## config.mk

```make
export PLATFORM = sky130hd
export DESIGN_NAME = mem_arbiter_flat
export DESIGN_NICKNAME = d
export VERILOG_FILES = /design/src/rtl/mem_arb_pkg.sv /design/src/rtl/mem_arbiter_if.sv /design/src/rtl/mem_arb_rr.sv /design/src/rtl/mem_arbiter.sv /design/src/flat_wrapper.sv
export SDC_FILE = /design/constraint.sdc
export NUM_CORES = 1
export LEC_CHECK = 0
export ABC_AREA = 1
export CAP_MARGIN = 20
export CORE_ASPECT_RATIO = 1.25
export CORE_MARGIN = 4
export CORE_UTILIZATION = 25
export CTS_BUF_LIST = sky130_fd_sc_hd__clkbuf_16
export DETAILED_ROUTE_END_ITERATION = 8
export REMOVE_ABC_BUFFERS = 1
export SLEW_MARGIN = 10
export SYNTH_ARGS = -nofsm -noshare
export SYNTH_HDL_FRONTEND = slang
export SYNTH_SLANG_ARGS = --single-unit
```

## constraint.sdc

```tcl
create_clock -name clk -period 2.3 [get_ports clk]
set_clock_uncertainty 0.05 [all_clocks]
set_input_delay 0.46 -clock clk [delete_from_list [all_inputs] [get_ports clk]]
set_output_delay 0.46 -clock clk [all_outputs]
set_load 0.02 [all_outputs]
```

## src/rtl/mem_arb_pkg.sv

```systemverilog
// Shared types and defaults for the two-port memory arbiter.
package mem_arb_pkg;

    localparam int ADDR_W_DEF = 8;
    localparam int DATA_W_DEF = 16;
    localparam logic [7:0] CONFLICT_MAX = 8'hFF;

    typedef enum logic [1:0] {
        S_IDLE,
        S_ISSUE,
        S_WAIT,
        S_DONE
    } state_t;

endpackage

```

## src/rtl/mem_arbiter_if.sv

```systemverilog
// Memory-side bus of the arbiter: the arbiter is the master, the memory the slave.
interface mem_arbiter_if
    import mem_arb_pkg::*;
#(
    parameter int ADDR_W = ADDR_W_DEF,
    parameter int DATA_W = DATA_W_DEF
);

    logic              mem_start;
    logic [ADDR_W-1:0] mem_address;
    logic              mem_rwn;
    logic [DATA_W-1:0] mem_data_in;
    logic [DATA_W-1:0] mem_data_out;
    logic              mem_ready;

    modport master (
        output mem_start, mem_address, mem_rwn, mem_data_in,
        input  mem_data_out, mem_ready
    );

    modport slave (
        input  mem_start, mem_address, mem_rwn, mem_data_in,
        output mem_data_out, mem_ready
    );

endinterface

```

## src/rtl/mem_arb_rr.sv

```systemverilog
// Two-way arbiter: round-robin on ties, or port 1 always wins when fixed is set.
module mem_arb_rr (
    input  logic [1:0] req,
    input  logic       last,
    input  logic       fixed,
    output logic       win
);

    always_comb begin
        win = req[1];
        if (req == 2'b11) begin
            win = fixed ? 1'b1 : ~last;
        end
    end

endmodule

```

## src/rtl/mem_arbiter.sv

```systemverilog
// Arbitrates a fetch port and a data port onto one single-outstanding memory.
module mem_arbiter
    import mem_arb_pkg::*;
#(
    parameter int ADDR_W     = ADDR_W_DEF,
    parameter int DATA_W     = DATA_W_DEF,
    parameter bit FIXED_PRIO = 1'b0
) (
    input  logic              clk,
    input  logic              reset,
    input  logic              req0,
    input  logic              req1,
    input  logic [ADDR_W-1:0] addr0,
    input  logic [ADDR_W-1:0] addr1,
    input  logic              rwn0,
    input  logic              rwn1,
    input  logic [DATA_W-1:0] wdata0,
    input  logic [DATA_W-1:0] wdata1,
    output logic              done0,
    output logic              done1,
    output logic [DATA_W-1:0] rdata,
    output logic              busy,
    output logic              gnt,
    output logic [7:0]        conflict_cnt,
    mem_arbiter_if.master     mem
);

    state_t            state;
    state_t            state_nxt;
    logic              win;
    logic              grant;
    logic              last;
    logic              gnt_q;
    logic [ADDR_W-1:0] addr_q;
    logic              rwn_q;
    logic [DATA_W-1:0] wdata_q;

    mem_arb_rr u_rr (
        .req   ({req1, req0}),
        .last  (last),
        .fixed (FIXED_PRIO),
        .win   (win)
    );

    // NOTE: sequential state uses non-blocking assignments so every flop samples pre-edge values.
    always_ff @(posedge clk or posedge reset) begin
        if (reset) begin
            state <= S_IDLE;
        end else begin
            state <= state_nxt;
        end
    end

    always_comb begin
        // NOTE: state_nxt gets a default before the case so no path leaves it unassigned (no latch).
        state_nxt = state;
        unique case (state)
            S_IDLE:  if ((req0 || req1) && mem.mem_ready) state_nxt = S_ISSUE;
            S_ISSUE: state_nxt = S_WAIT;
            S_WAIT:  if (mem.mem_ready) state_nxt = S_DONE;
            S_DONE:  state_nxt = S_IDLE;
            default: state_nxt = S_IDLE;
        endcase
    end

    always_comb begin
        busy          = (state != S_IDLE);
        mem.mem_start = (state == S_ISSUE);
        done0         = (state == S_DONE) && !gnt_q;
        done1         = (state == S_DONE) &&  gnt_q;
    end

    assign grant           = (state == S_IDLE) && (state_nxt == S_ISSUE);
    assign gnt             = gnt_q;
    assign mem.mem_address = addr_q;
    assign mem.mem_rwn     = rwn_q;
    assign mem.mem_data_in = wdata_q;

    // NOTE: the latched request fields are reset too, so the memory bus is defined before the first grant.
    always_ff @(posedge clk or posedge reset) begin
        if (reset) begin
            last         <= 1'b1;
            gnt_q        <= 1'b0;
            addr_q       <= '0;
            rwn_q        <= 1'b1;
            wdata_q      <= '0;
            rdata        <= '0;
            conflict_cnt <= '0;
        end else begin
            if (grant) begin
                last    <= win;
                gnt_q   <= win;
                addr_q  <= win ? addr1  : addr0;
                rwn_q   <= win ? rwn1   : rwn0;
                wdata_q <= win ? wdata1 : wdata0;
            end
            // Writes complete without touching rdata, so the last read value stays visible.
            if (state == S_WAIT && mem.mem_ready && rwn_q) begin
                rdata <= mem.mem_data_out;
            end
            if (state == S_IDLE && req0 && req1 && mem.mem_ready && conflict_cnt != CONFLICT_MAX) begin
                conflict_cnt <= conflict_cnt + 8'd1;
            end
        end
    end

endmodule

```

## src/flat_wrapper.sv

```systemverilog
// flat-port wrapper written by rule: the top's interface ports become plain ports
module mem_arbiter_flat import mem_arb_pkg::*;
#(
    parameter int ADDR_W     = ADDR_W_DEF,
    parameter int DATA_W     = DATA_W_DEF,
    parameter bit FIXED_PRIO = 1'b0
)
  (clk, reset, req0, req1, addr0, addr1, rwn0, rwn1, wdata0, wdata1, done0, done1, rdata, busy, gnt, conflict_cnt, mem_mem_start, mem_mem_address, mem_mem_rwn, mem_mem_data_in, mem_mem_data_out, mem_mem_ready);
  mem_arbiter_if #(.ADDR_W(ADDR_W), .DATA_W(DATA_W)) mem_i ();
  input  logic clk;
  input  logic reset;
  input  logic req0;
  input  logic req1;
  input  logic [ADDR_W-1:0] addr0;
  input  logic [ADDR_W-1:0] addr1;
  input  logic rwn0;
  input  logic rwn1;
  input  logic [DATA_W-1:0] wdata0;
  input  logic [DATA_W-1:0] wdata1;
  output logic done0;
  output logic done1;
  output logic [DATA_W-1:0] rdata;
  output logic busy;
  output logic gnt;
  output logic [7:0] conflict_cnt;
  output wire logic [$bits(mem_i.mem_start)-1:0] mem_mem_start;
  output wire logic [$bits(mem_i.mem_address)-1:0] mem_mem_address;
  output wire logic [$bits(mem_i.mem_rwn)-1:0] mem_mem_rwn;
  output wire logic [$bits(mem_i.mem_data_in)-1:0] mem_mem_data_in;
  input wire logic [$bits(mem_i.mem_data_out)-1:0] mem_mem_data_out;
  input wire logic [$bits(mem_i.mem_ready)-1:0] mem_mem_ready;
  assign mem_mem_start = mem_i.mem_start;
  assign mem_mem_address = mem_i.mem_address;
  assign mem_mem_rwn = mem_i.mem_rwn;
  assign mem_mem_data_in = mem_i.mem_data_in;
  assign mem_i.mem_data_out = mem_mem_data_out;
  assign mem_i.mem_ready = mem_mem_ready;
  mem_arbiter #(.ADDR_W(ADDR_W), .DATA_W(DATA_W), .FIXED_PRIO(FIXED_PRIO)) u_core (.clk(clk), .reset(reset), .req0(req0), .req1(req1), .addr0(addr0), .addr1(addr1), .rwn0(rwn0), .rwn1(rwn1), .wdata0(wdata0), .wdata1(wdata1), .done0(done0), .done1(done1), .rdata(rdata), .busy(busy), .gnt(gnt), .conflict_cnt(conflict_cnt), .mem(mem_i));
endmodule
```

==> key figures, run 1 <==
Drt
  • Antenna viol nets, final: 0
  • Vias: 2,595
  • Residual DRC: 0
  • First drt pass iteration count: 4
  • Via/cell ratio: 4.47
  • Wire length per cell: between 10 and 15 um
  • Final WL: 7780 um
  • Initial DRC count: 82

Layout
  • Layout net count: 524
  • Multi-input logic area: 1250 sq um
  • N_diodes: 0
  • Fill cells: 1,078
  • Area grow syn2layout: 54.7%
  • Share of cells above drive strength 1: 0.0915
  • FF/Latch Area: 1330 sq um

Die
  • Initial Utilization: 0.258
  • Core Footprint: roughly 11,000 sq um
  • Io pins: about 130
  • Die height: 125 um
  • Die W: 102 um
  • Site row count: 42
  • DIE AREA: 12,700 sq um

Global route
  • Largest net degree at the start of global routing: 54
  • Gr ovfl total: 0
  • Total track usage: 0.126
  • Global-route wire length before repair: 12,800 um
  • Vias in the first global route: 2,606
  • Initial antenna violation count: 0

Synth
  • Leading area contributor after synthesis: dfrtp_1
  • Cells after Synth: 326
  • Ys flop type: dfrtp_1
  • Post-synth top area share: 0.464
  • Commonest cells in the synthesized netlist: nand2_1, dfrtp_1, nand3_1
  • Register bit total from synthesis: 53
  • Cell with the most instances after synthesis: nand2_1
  • Post-synthesis average cell area: 8.43 sq um
  • Synth cell types: 25
  • Synth top area cells: dfrtp_1, nand2_1, mux2_2
  • Synthesized area: 2750 sq um
  • Yosys Warn Count: 0
  • Seq/Total Area, Yosys: 0.484
  • Async set-reset flop share out of synthesis: 1.00
  • EDFF count, synth: 0

Setup path
  • Startpoint Class: register
  • Worst flop-to-flop path startpoint: u_core.state[0]
  • Type of the worst setup path: register to primary output
  • CP arrival: 1.59 ns
  • Reg2Reg Setup Slack: 0.50 ns
  • Worst setup EP type: primary output
  • Req. time, crit path: 1.79 ns
  • Depth of the most critical reg-to-reg path: 6
  • Critical path fanouts, max: 3
  • R2R Path End: u_core.mem.mem_data_in[8]

Clock tree
  • Sink Count: 53
  • Clock latency on the worst-skew pair: ~0.28 ns
  • H-tree levels: 2
  • Total setup buffers inserted after CTS: 0
  • CTS tree: yes
  • Clk pin slew, worst setup/hold paths: 0.07 ns
  • Root Driver: clkbuf_16
  • Total CTS buffers: 5
  • Clk buf depth: 2

Hold path
  • Hold Crit Depth: 2
  • Hold worst-path end: u_core.mem.mem_data_in[4]
  • Worst hold start: u_core.mem.mem_data_in[4]
  • Worst Hold Class: register to register

Power
  • Pleak: 2.03 nW
  • Total power draw: 4.93 mW
  • Peak VDD IR: around 0.42 mV
  • Pwr Density: approximately 1200 nW/um^2

Run status
  • Status: complete, no violations

STA
  • Crit share post-route: 0.912
  • Worst Max-Slew Pin Slew: between 0.5 and 0.6 ns
  • Setup total negative slack: 0 ns
  • RSZ-0062 raised after global routing: no
  • Max_slew headroom: 0.662
  • Peak Freq: 0.477 GHz
  • Final hold violation count: 0
  • Tmin final: 2.10 ns
  • Final setup viols: 0
  • Fin. max-slew vios: 0

Placed design
  • HPWL Detailed: 5950 um
  • Routability congestion estimate: roughly 0.77
  • IO Port Bufs: between 100 and 150

Flow run
  • # Max-Cap Violations: 0
timing repair:
action,in CTS,in global routing
gates resized for setup,1,0
setup endpoints to repair,1,0
hold buffers,0,0
endpoints found under the hold margin,0,0
metal layers:
layer  GRT usage  vias up  routed length, um
met5           0        -                  0
met1       0.158     1167               3170
met4      0.0477        0                210
li1            -     1305                  -
met3      0.0390       12                754
met2       0.200      111               3650
worst max-delay path, cell delays in order (launching register included):
cell and delay, ns:
dfrtp_1 0.38, ha_1 0.20, inv_1 0.05, nor2_1 0.08, clkdlybuf4s50_1 0.60
report_power, final:
group          leakage (nW)  switching (mW)  internal [mW]
logic                  1.29            1.46           1.19
clock network        0.0738           0.310          0.392
registers             0.663           0.237           1.34
worst max path at each step:
stage / startpoint / to / depth (start not counted)
after floorplan: u_core.state[0] / u_core.gnt / 7
after global placement: req1 / u_core.mem.mem_address[2] / 7
after detailed placement: req1 / u_core.mem.mem_data_in[0] / 7
after CTS: u_core.state[0] / done0 / 4
after global routing: u_core.state[1] / done0 / 4
final: u_core.state[0] / done0 / 4
cell families (layout without fill, tap and decap cells):
| family | count (synthesis) | count (layout) | share of synthesized area |
|---|---|---|---|
| buf+inv | 34 | 156 | 0.0610 |
| xor+xnor | 4 | 4 | 0.0128 |
| fa+ha+maj | 6 | 6 | 0.0273 |
| flops | 53 | 53 | 0.484 |
| compound gates | 3 | 3 | 0.00637 |
| mux | 16 | 16 | 0.0656 |
| simple gates | 210 | 210 | 0.343 |
placed cells by master (no fill, tap or decap), types with 2 or more instances in the layout:
| master | count |
|---|---|
| nand2_1 | 136 |
| clkdlybuf4s50_1 | 123 |
| dfrtp_1 | 51 |
| nand3_1 | 30 |
| nand4_1 | 28 |
| inv_1 | 17 |
| mux2_2 | 16 |
| nor2_1 | 7 |
| ha_1 | 6 |
| buf_4 | 6 |
| clkbuf_16 | 5 |
| nand2_2 | 4 |
| xor2_1 | 3 |
| inv_2 | 2 |
| dfstp_2 | 2 |
flip-flops by register name, summed over array words and instances (netlist names):
| register | cells |
|---|---|
| u_core.last | 1 |
| u_core.mem.mem_address | 8 |
| u_core.gnt | 1 |
| u_core.state | 2 |
| u_core.mem.mem_data_in | 16 |
| u_core.rdata | 16 |
| u_core.conflict_cnt | 8 |
| u_core.mem.mem_rwn | 1 |
through the flow:
stage          hold slack (ns)  setup WS [ns]  std cells  instance area, sq um  utilization
2_1_floorplan            0.401          0.487        309                  2640            -
3_3_place_gp             0.404          0.210        572                  4120        0.386
3_5_place_dp             0.413          0.220        572                  4120        0.386
4_1_cts                  0.427          0.158        580                  4250        0.398
5_1_grt                  0.445         0.0915        580                  4250        0.398
6_report                 0.424          0.201        580                  4250        0.398
final cells by class:
| class | count | share of cell area |
|---|---|---|
| sequential | 53 | 0.313 |
| timing repair buffer | 131 | 0.307 |
| multi-input combinational | 239 | 0.294 |
| tap | 132 | 0.0389 |
| clock buffer | 5 | 0.0294 |
| inverter | 17 | 0.0150 |
| clock inverter | 3 | 0.00265 |
(Power assumes the default switching activity.)
==> run 2: changes to the inputs <==
Clock period 2.3 ns to 1.7 ns, I/O delays scaled along.
==> run 2 against run 1 <==
Compared with the run above:
- register-to-register slack got worse by 0.44 ns
- clock power grew 41%
- die area stayed put
- combinational power up 51%
- cell count grew 3.3%
- sequential power up 35%
- non-clock buffer count grew 19
- critical path depth fell by 3
- routed wire length increased by 2.9%
- sequential share of layout area shrank 1.7 points
- utilization rose by 2.3 points
- total power increased by 44%
- largest power group unchanged
==> key figures, run 2 (synthesized netlist as in run 1, its figures left out) <==
Setup path
  • Critical path fanouts, max: 2
  • Type of the worst setup path: register to primary output
  • Critical path buffer and inverter count: 1
  • Depth of the most critical reg-to-reg path: 8
  • CP max stage cell: clkdlybuf4s50_1
  • Startpoint Class: register
  • Critical path, cell by cell: clkdlybuf4s50_1
  • WP depth: 1
  • CP max stage delay: 0.62 ns
  • CP arrival: 1.27 ns
  • Req. time, crit path: around 1.3 ns
  • Worst setup EP type: primary output
  • Cell family with most CP delay: buffers and inverters

Drt
  • First drt pass iteration count: 4
  • Antenna viol nets, final: 0
  • Initial DRC count: 56
  • Final WL: 8000 um
  • Wire length per cell: approximately 13 um
  • Via/cell ratio: 4.43
  • Vias: 2,655
  • Residual DRC: 0

Global route
  • Global routing's busiest layer: met2
  • Initial antenna violation count: 0
  • Global-route wire length before repair: 12,600 um
  • Vias in the first global route: 2,617
  • Total track usage: 0.121
  • Met2 usage: 0.206
  • Largest net degree at the start of global routing: 54
  • GR met3 Demand/Resource: 0.0368
  • Met1 usage: 0.146
  • Gr ovfl total: 0

STA
  • Peak Freq: 0.601 GHz
  • Final hold violation count: 0
  • Max_slew headroom: 0.800
  • Crit share post-route: 0.979
  • Final setup viols: 0
  • Worst Max-Slew Pin Slew: 0.299 ns
  • Tmin final: 1.66 ns
  • Fin. max-slew vios: 0
  • Setup total negative slack: 0 ns

Clock tree
  • H-tree levels: 2
  • Total CTS buffers: 5
  • CTS tree: yes
  • Sink Count: 53
  • Hold-fix buffers, CTS: 0
  • Root Driver: clkbuf_16
  • Clk buf depth: 2
  • Clock latency on the worst-skew pair: 0.28 ns
  • Clk pin slew, worst setup/hold paths: ~0.070 ns

Die
  • DIE AREA: 12,700 sq um
  • Core Footprint: 10,700 sq um
  • Die W: between 100 and 150 um
  • Io pins: 125
  • Initial Utilization: 0.258
  • Site row count: 42
  • Die height: approximately 130 um

Layout
  • Fill cells: 1,069
  • Multi-input logic area: around 1300 sq um
  • Area grow syn2layout: 63.7%
  • FF/Latch Area: 1330 sq um
  • Layout net count: 543
  • N_diodes: 0
  • Share of cells above drive strength 1: 0.152
  • Most frequent cells in the layout: nand2_1, clkdlybuf4s50_1, dfrtp_1
  • Commonest non-fill, non-tap cell in the layout: nand2_1

Power
  • Pleak: 2.26 nW
  • Peak VDD IR: 0.739 mV
  • Total power draw: 7.10 mW
  • Pwr Density: 1580 nW/um^2

Placed design
  • IO Port Bufs: 124
  • HPWL Detailed: 6160 um
  • Routability congestion estimate: 0.767

Flow run
  • # Max-Cap Violations: 0

Hold path
  • Worst Hold Class: input port to asynchronous set/reset pin

Run status
  • Status: complete, no violations
-- run 2: where the power goes --
part | switching [mW] | internal, mW
registers | 0.312 | 1.81
logic | 2.07 | 1.92
clock network | 0.447 | 0.541
total | 2.83 | 4.27
-- run 2: per-layer routing --
metal  share of wire  up-vias  wire length, um
li1                -     1343                -
met1            0.40     1205             3210
met2            0.49       99             3940
met3           0.091        8              727
met4           0.016        0              132
met5               0        -                0
-- run 2: final timing paths --
check                      slack, ns                   to                        from
max                             0.04  mem_mem_data_in[13]  u_core.mem.mem_data_in[13]
min                             0.36      u_core.rdata[5]                       reset
max reg2reg                     0.06           u_core.gnt             u_core.state[0]
min reg2reg                     0.42          u_core.last                 u_core.last
max in group asynchronous       0.93   u_core.mem.mem_rwn                       reset
min in group clk                0.42          u_core.last                 u_core.last
-- run 2: layout make-up --
class | count | area share
timing repair buffer | 150 | 0.341
sequential | 53 | 0.295
multi-input combinational | 239 | 0.281
tap | 132 | 0.0367
clock buffer | 5 | 0.0278
inverter | 17 | 0.0142
clock inverter | 3 | 0.00390
-- run 2: timing repair --
action / CTS / global route
buffers inserted: 0 / 1
pin swaps: 0 / 0
gates resized for setup: 21 / 12
setup endpoints to repair: 38 / 13
cloned: 0 / 1
-- run 2: through the flow --
stage	hold WS, ns	util	instances	setup WS [ns]	area, sq um
global placement	0.403	0.405	589	-0.0843	4320
global route	0.405	0.422	599	-0.0136	4500
detailed placement	0.412	0.405	589	-0.141	4320
CTS	0.387	0.417	597	0.00151	4450
floorplan	0.401	-	309	-0.113	2640
finish	0.361	0.422	599	0.0364	4500
